### config.mk
export PLATFORM = sky130hd
export DESIGN_NAME = bongo_event_decoder
export DESIGN_NICKNAME = d
export VERILOG_FILES = /design/src/rtl/bongo_pkg.sv /design/src/rtl/bongo_event_fifo.sv /design/src/rtl/bongo_event_decoder.sv
export SDC_FILE = /design/constraint.sdc
export NUM_CORES = 1
export LEC_CHECK = 0
export BUFFER_PORTS_ARGS = -buffer_cell sky130_fd_sc_hd__buf_4
export CAP_MARGIN = 20
export CORE_MARGIN = 2
export CORE_UTILIZATION = 43
export DETAILED_ROUTE_END_ITERATION = 6
export PLACE_DENSITY = 0.63
export SYNTH_ARGS = -nofsm -noshare
export SYNTH_HDL_FRONTEND = slang
export SYNTH_SLANG_ARGS = --single-unit
### constraint.sdc
create_clock -name clk -period 4.85 [get_ports clk]
set_input_delay 0.7275 -clock clk [delete_from_list [all_inputs] [get_ports clk]]
set_output_delay 0.7275 -clock clk [all_outputs]
set_load 0.02 [all_outputs]
### src/rtl/bongo_pkg.sv
// Shared types for the bongo pad event decoder: event codes, pad bit positions,
// debounce FSM states and the raw pad classifier.
package bongo_pkg;

  typedef enum logic [1:0] {
    NONE  = 2'b00,
    RIGHT = 2'b01,
    LEFT  = 2'b10,
    BOTH  = 2'b11
  } evt_code_t;

  // Each side of the bongo reports on two pad bits.
  localparam int PAD_LEFT_HI  = 3;
  localparam int PAD_RIGHT_HI = 2;
  localparam int PAD_LEFT_LO  = 1;
  localparam int PAD_RIGHT_LO = 0;

  typedef enum logic {
    STABLE    = 1'b0,
    CANDIDATE = 1'b1
  } deb_state_t;

  function automatic evt_code_t classify(input logic [3:0] pads);
    logic left_hit;
    logic right_hit;
    evt_code_t code;
    left_hit  = pads[PAD_LEFT_HI] | pads[PAD_LEFT_LO];
    right_hit = pads[PAD_RIGHT_HI] | pads[PAD_RIGHT_LO];
    if (left_hit && right_hit) code = BOTH;
    else if (left_hit)         code = LEFT;
    else if (right_hit)        code = RIGHT;
    else                       code = NONE;
    return code;
  endfunction

endpackage

### src/rtl/bongo_event_fifo.sv
// First-word-fall-through event queue; a push into a full queue is only
// accepted when a pop frees a slot in the same cycle, otherwise it is dropped.
module bongo_event_fifo #(
  parameter int  DEPTH = 4,
  parameter type T     = bongo_pkg::evt_code_t
) (
  input  logic clk,
  input  logic rst,
  input  logic push,
  input  T     push_data,
  input  logic pop_ready,
  output logic valid,
  output T     head,
  output logic overflow
);

  localparam int PTR_W = $clog2(DEPTH);
  localparam int OCC_W = PTR_W + 1;

  T                 mem [DEPTH];
  logic [PTR_W-1:0] rd_ptr;
  logic [PTR_W-1:0] wr_ptr;
  logic [OCC_W-1:0] occupancy;
  logic             full;
  logic             pop;
  logic             wr_en;

  assign full  = (occupancy == OCC_W'(DEPTH));
  assign valid = (occupancy != '0);
  assign pop   = valid & pop_ready;
  assign wr_en = push & (~full | pop);
  assign head  = valid ? mem[rd_ptr] : T'(0);

  // NOTE: the storage array has no reset; occupancy alone decides what is
  // visible, so clearing the data would only add reset fan-out.
  always_ff @(posedge clk) begin
    if (wr_en) mem[wr_ptr] <= push_data;
  end

  // Pointers wrap naturally because DEPTH is a power of two.
  always_ff @(posedge clk) begin
    if (rst) begin
      rd_ptr    <= '0;
      wr_ptr    <= '0;
      occupancy <= '0;
      overflow  <= 1'b0;
    end else begin
      if (wr_en) wr_ptr <= wr_ptr + PTR_W'(1);
      if (pop)   rd_ptr <= rd_ptr + PTR_W'(1);
      case ({wr_en, pop})
        2'b10:   occupancy <= occupancy + OCC_W'(1);
        2'b01:   occupancy <= occupancy - OCC_W'(1);
        default: occupancy <= occupancy;
      endcase
      if (push && full && !pop) overflow <= 1'b1;
    end
  end

endmodule

### src/rtl/bongo_event_decoder.sv
// Bongo pad decoder: synchronises the pad nibble, samples it on a slow tick,
// debounces the left/right/both class and queues an event per new hit class.
module bongo_event_decoder #(
  parameter int SAMPLE_DIV       = 400000,
  parameter int DEBOUNCE_SAMPLES = 3,
  parameter int FIFO_DEPTH       = 4
) (
  input  logic       clk,
  input  logic       rst,
  input  logic [3:0] pads,
  output logic       evt_valid,
  input  logic       evt_ready,
  output logic [1:0] evt_code,
  output logic [1:0] stable_class,
  output logic       overflow
);

  import bongo_pkg::*;

  localparam int DIV_W = $clog2(SAMPLE_DIV);
  localparam int CNT_W = DEBOUNCE_SAMPLES;

  logic [3:0]       pads_meta;
  logic [3:0]       pads_sync;
  logic [DIV_W-1:0] div_cnt;
  logic             tick;
  evt_code_t        raw;
  deb_state_t       state;
  evt_code_t        candidate;
  logic [CNT_W-1:0] deb_cnt;
  evt_code_t        stable_q;
  logic             push;
  evt_code_t        push_code;
  logic             fifo_valid;
  evt_code_t        fifo_head;
  logic             fifo_ovf;

  // NOTE: every clocked block uses non-blocking assignments so each flop
  // samples the pre-edge value of its source, which is what makes the
  // two-stage synchroniser actually two stages deep.
  always_ff @(posedge clk) begin
    if (rst) begin
      pads_meta <= '0;
      pads_sync <= '0;
    end else begin
      pads_meta <= pads;
      pads_sync <= pads_meta;
    end
  end

  assign tick = (div_cnt == DIV_W'(SAMPLE_DIV - 1));

  always_ff @(posedge clk) begin
    if (rst)       div_cnt <= '0;
    else if (tick) div_cnt <= '0;
    else           div_cnt <= div_cnt + DIV_W'(1);
  end

  assign raw = classify(pads_sync);

  // A commit registers the push, so the queue write lands one cycle after the tick.
  always_ff @(posedge clk) begin
    if (rst) begin
      state     <= STABLE;
      candidate <= NONE;
      deb_cnt   <= '0;
      stable_q  <= NONE;
      push      <= 1'b0;
      push_code <= NONE;
    end else begin
      push <= 1'b0;
      if (tick) begin
        case (state)
          STABLE: begin
            if (raw != stable_q) begin
              if (DEBOUNCE_SAMPLES == 1) begin
                stable_q  <= raw;
                push      <= (raw != NONE);
                push_code <= raw;
              end else begin
                candidate <= raw;
                deb_cnt   <= CNT_W'(1);
                state     <= CANDIDATE;
              end
            end
          end
          CANDIDATE: begin
            if (raw == candidate) begin
              if (deb_cnt == CNT_W'(DEBOUNCE_SAMPLES - 1)) begin
                stable_q  <= candidate;
                push      <= (candidate != NONE);
                push_code <= candidate;
                state     <= STABLE;
              end else begin
                deb_cnt <= deb_cnt + CNT_W'(1);
              end
            end else if (raw == stable_q) begin
              state <= STABLE;
            end else begin
              candidate <= raw;
              deb_cnt   <= CNT_W'(1);
            end
          end
          default: state <= STABLE;
        endcase
      end
    end
  end

  bongo_event_fifo #(
    .DEPTH (FIFO_DEPTH),
    .T     (evt_code_t)
  ) u_fifo (
    .clk       (clk),
    .rst       (rst),
    .push      (push),
    .push_data (push_code),
    .pop_ready (evt_ready),
    .valid     (fifo_valid),
    .head      (fifo_head),
    .overflow  (fifo_ovf)
  );

  // Outputs are forced low while rst is held, not just after it is sampled.
  assign evt_valid    = fifo_valid & ~rst;
  assign evt_code     = rst ? 2'b00 : fifo_head;
  assign stable_class = rst ? 2'b00 : stable_q;
  assign overflow     = fifo_ovf & ~rst;

endmodule
==> impl_metrics.yaml <==
route:
  drcViolationCount: 0
  vias_per_cell: 4.94
  first_pass_iters: 4
  drt_iter0_drc: 117
  dr_total_vias: 1571
  ant_nets: 0
  wirelength_mm: 3.81
  wl_per_cell_um: 12.0
synthesis:
  synth-edff-count: 8
  yosysWarnings: 0
  ys.flop_type: "dfxtp_1"
  synthArstFlopShare_pct: 0
  ys_ff_latch: 54
  yosysTopAreaCell: "dfxtp_1"
  synth_common_cells: "46 x dfxtp_1, 39 x nor2_1, 17 x nor2b_1"
  yosys.area.top_type_share_pct: 39.7
  synth_area_leaders: "dfxtp_1 40%, edfxtp_1 10%, nor2_1 6.3%, xor2_1 5.3%, nor2b_1 4.6%"
  synth.net_count: 249
  yosysSeqAreaShare_pct: 50.0
  syn_inst: 233
  synth_area_per_cell_um2: 9.96
  synth.most_common_cell: "dfxtp_1"
  syn_area_um2: 2320
  synth.distinct_cells: 40
placed_design:
  hpwl_mm: 2.71
  post-place-ws_ps: 1940
  placedCellCount: 310
  portBuffers: 12
  globalplace.congestion: 0.719
cells_and_area:
  layout.cells.non_filler: 318
  seq_area_um2: 1160
  area_growth_pct: 10.5
  drive_gt1_share_pct: 11.7
  nFillCells: 479
  num_antenna_cells: 0
  nets: 263
  multi_input_area_um2: 1110
clock_tree:
  clk_latency_ps: 300
  clk_pin_slew_ps: 90
  cts_tree: "done"
  cts_sinks: 54
  ctsHoldBuffers: 0
  cts_made_buffers: 5
  cts_setup_buffers: 0
  max-clock-path-buffers: 2
  cts_root_buf: "clkbuf_8"
  cts_resized: 0
  h-tree-depth: 2
worst_setup_path:
  cp_top_family: "simple AND/OR/NAND/NOR gates"
  cp_data_required_time_ps: 5090
  critical_path_class: "primary input to flip-flop"
  slowest_delay_ps: 440
  cp.arrival_ps: 2800
  timing.critical_path.mode_cell: "inv_1"
  critical_path_buf_inv_count: 3
  start_kind: "primary input"
  crit_chain: "buf_4 > nor4b_1 > nor2b_1 > inv_1 > ha_1 > inv_1 > fa_1 > xor2_1 > or3_1 > a21oi_1"
  cp-end-kind: "flip-flop"
  critPathSlowestCell: "fa_1"
  cp_max_fo: 7
hold_path:
  hold_class: "flip-flop to flip-flop"
power_and_ir_drop:
  ir_drop_v: 0.000115
  internal-power_w: 0.000568
  power_density_nw_per_um2: 282
  finalPower_w: 0.000723
  p_leak_nw: 0.976
  switching_power_w: 0.000155
  switching_share_pct: 21.4
  pwr-share-comb_pct: 2.7
  seq_power_share_pct: 63.7
  power_frac_clock_pct: 33.6
sta:
  hold_viol: 0
  fin_crit_ps: 2560
  slew_headroom_pct: 53.5
  skew_ps: 9.83
  setup_viol: 0
  rsz0062_at_grt: "no"
  finalMaxSlewViolations: 0
  setup_tns_ps: 0
  period_share_pct: 52.7
  hold_slack_ps: 445
  worst_slew_pin_slew_ps: 697
  fin_ws_ps: 2290
  fmax_mhz: 391
floorplanning:
  die_width_um: 77.5
  die_area_um2: 6000
  rows: 26
  num_io_pins: 13
  die-height_um: 77.5
  coreArea_um2: 5170
  initial_core_util_pct: 44.9
global_routing:
  grt_first_pass_wirelength_mm: 6.76
  grt.total_usage_pct: 14.1
  grt-ovfl-total: 0
  antenna_found_initial: 0
  grt_pass1_vias: 1479
  grt_max_degree: 30
run_status:
  outcome: "complete, no violations"
run:
  cap_violations: 0
==> metal layers <==
layer | wire, um | global-route usage (%) | vias to the layer above
met5 | 0 | 0 | -
met4 | 44 | 5.18 | 0
met3 | 129 | 3.14 | 5
met2 | 1660 | 21.8 | 21
met1 | 1970 | 19.3 | 720
li1 | - | - | 825
==> final cells by class <==
class | instances | share of cell area, %
clock buffers | 6 | 2.83
clock inverters | 2 | 0.537
inverters | 9 | 1.32
multi-input cells | 165 | 43.1
flip-flops and latches | 54 | 45.3
well taps | 70 | 3.41
repair buffers | 12 | 3.51
==> cell families (layout without fill, tap and decap cells) <==
| group | Yosys count | count (layout) | synth area share, % |
|---|---|---|---|
| compound gates | 24 | 24 | 7.39 |
| xor+xnor | 22 | 22 | 8.30 |
| fa+ha+maj | 9 | 9 | 5.18 |
| buf+inv | 14 | 29 | 2.32 |
| flops | 54 | 54 | 50.0 |
| mux | 3 | 3 | 2.37 |
| simple gates | 107 | 107 | 24.4 |
==> power groups by stage <==
| stage | clock [W] | sequential [W] | combinational, W |
|---|---|---|---|
| 3_5_place_dp | 0 | 0.000471 | 0.0000201 |
| 5_1_grt | 0.000271 | 0.000462 | 0.0000231 |
| 6_report | 0.000243 | 0.000461 | 0.0000198 |
| 2_1_floorplan | 0 | 0.000470 | 0.0000139 |
| 4_1_cts | 0.000255 | 0.000461 | 0.0000203 |
| 3_3_place_gp | 0 | 0.000471 | 0.0000201 |
==> path summary, 6_finish.rpt <==
kind,start,to,slack (ps),cells after the start
max,evt_ready,u_fifo.occupancy[2],2290,10
min,pads_meta[2],pads_sync[2],450,1
max reg2reg,u_fifo.occupancy[0],u_fifo.occupancy[2],2420,9
min reg2reg,pads_meta[2],pads_sync[2],450,1
==> per-stage QoR <==
step                      instance area (um2)  util (%)
after floorplan                          2320         -
after global placement                   2480      47.9
after detailed placement                 2480      47.9
after CTS                                2560      49.6
after global routing                     2560      49.6
final                                    2560      49.6
==> flip-flops by register name, indices dropped and copies added, names as in the netlist, named ones only <==
name              flops
u_fifo.occupancy      3
u_fifo.overflow       1
pads_meta             4
push                  1
candidate             2
u_fifo.wr_ptr         2
u_fifo.mem            8
push_code             2
u_fifo.rd_ptr         2
deb_cnt               3
pads_sync             4
state                 1
div_cnt              19
==> cell usage in the layout (no fill, tap or decap), drive strengths merged, types with 2 or more instances in the layout <==
master   n
edfxtp   8
mux4     2
clkbuf   6
xor2    14
nor2    39
inv     10
a211oi   3
a31o     4
a21oi    5
nor2b   17
and2     7
nor4b    3
ha       8
dfxtp   46
nand3    5
o211a    2
nand2   12
and3     4
o21ai    5
nand4    6
buf     12
or3      3
nor3     7
xnor2    8
Power figures use the tool's default switching activity.
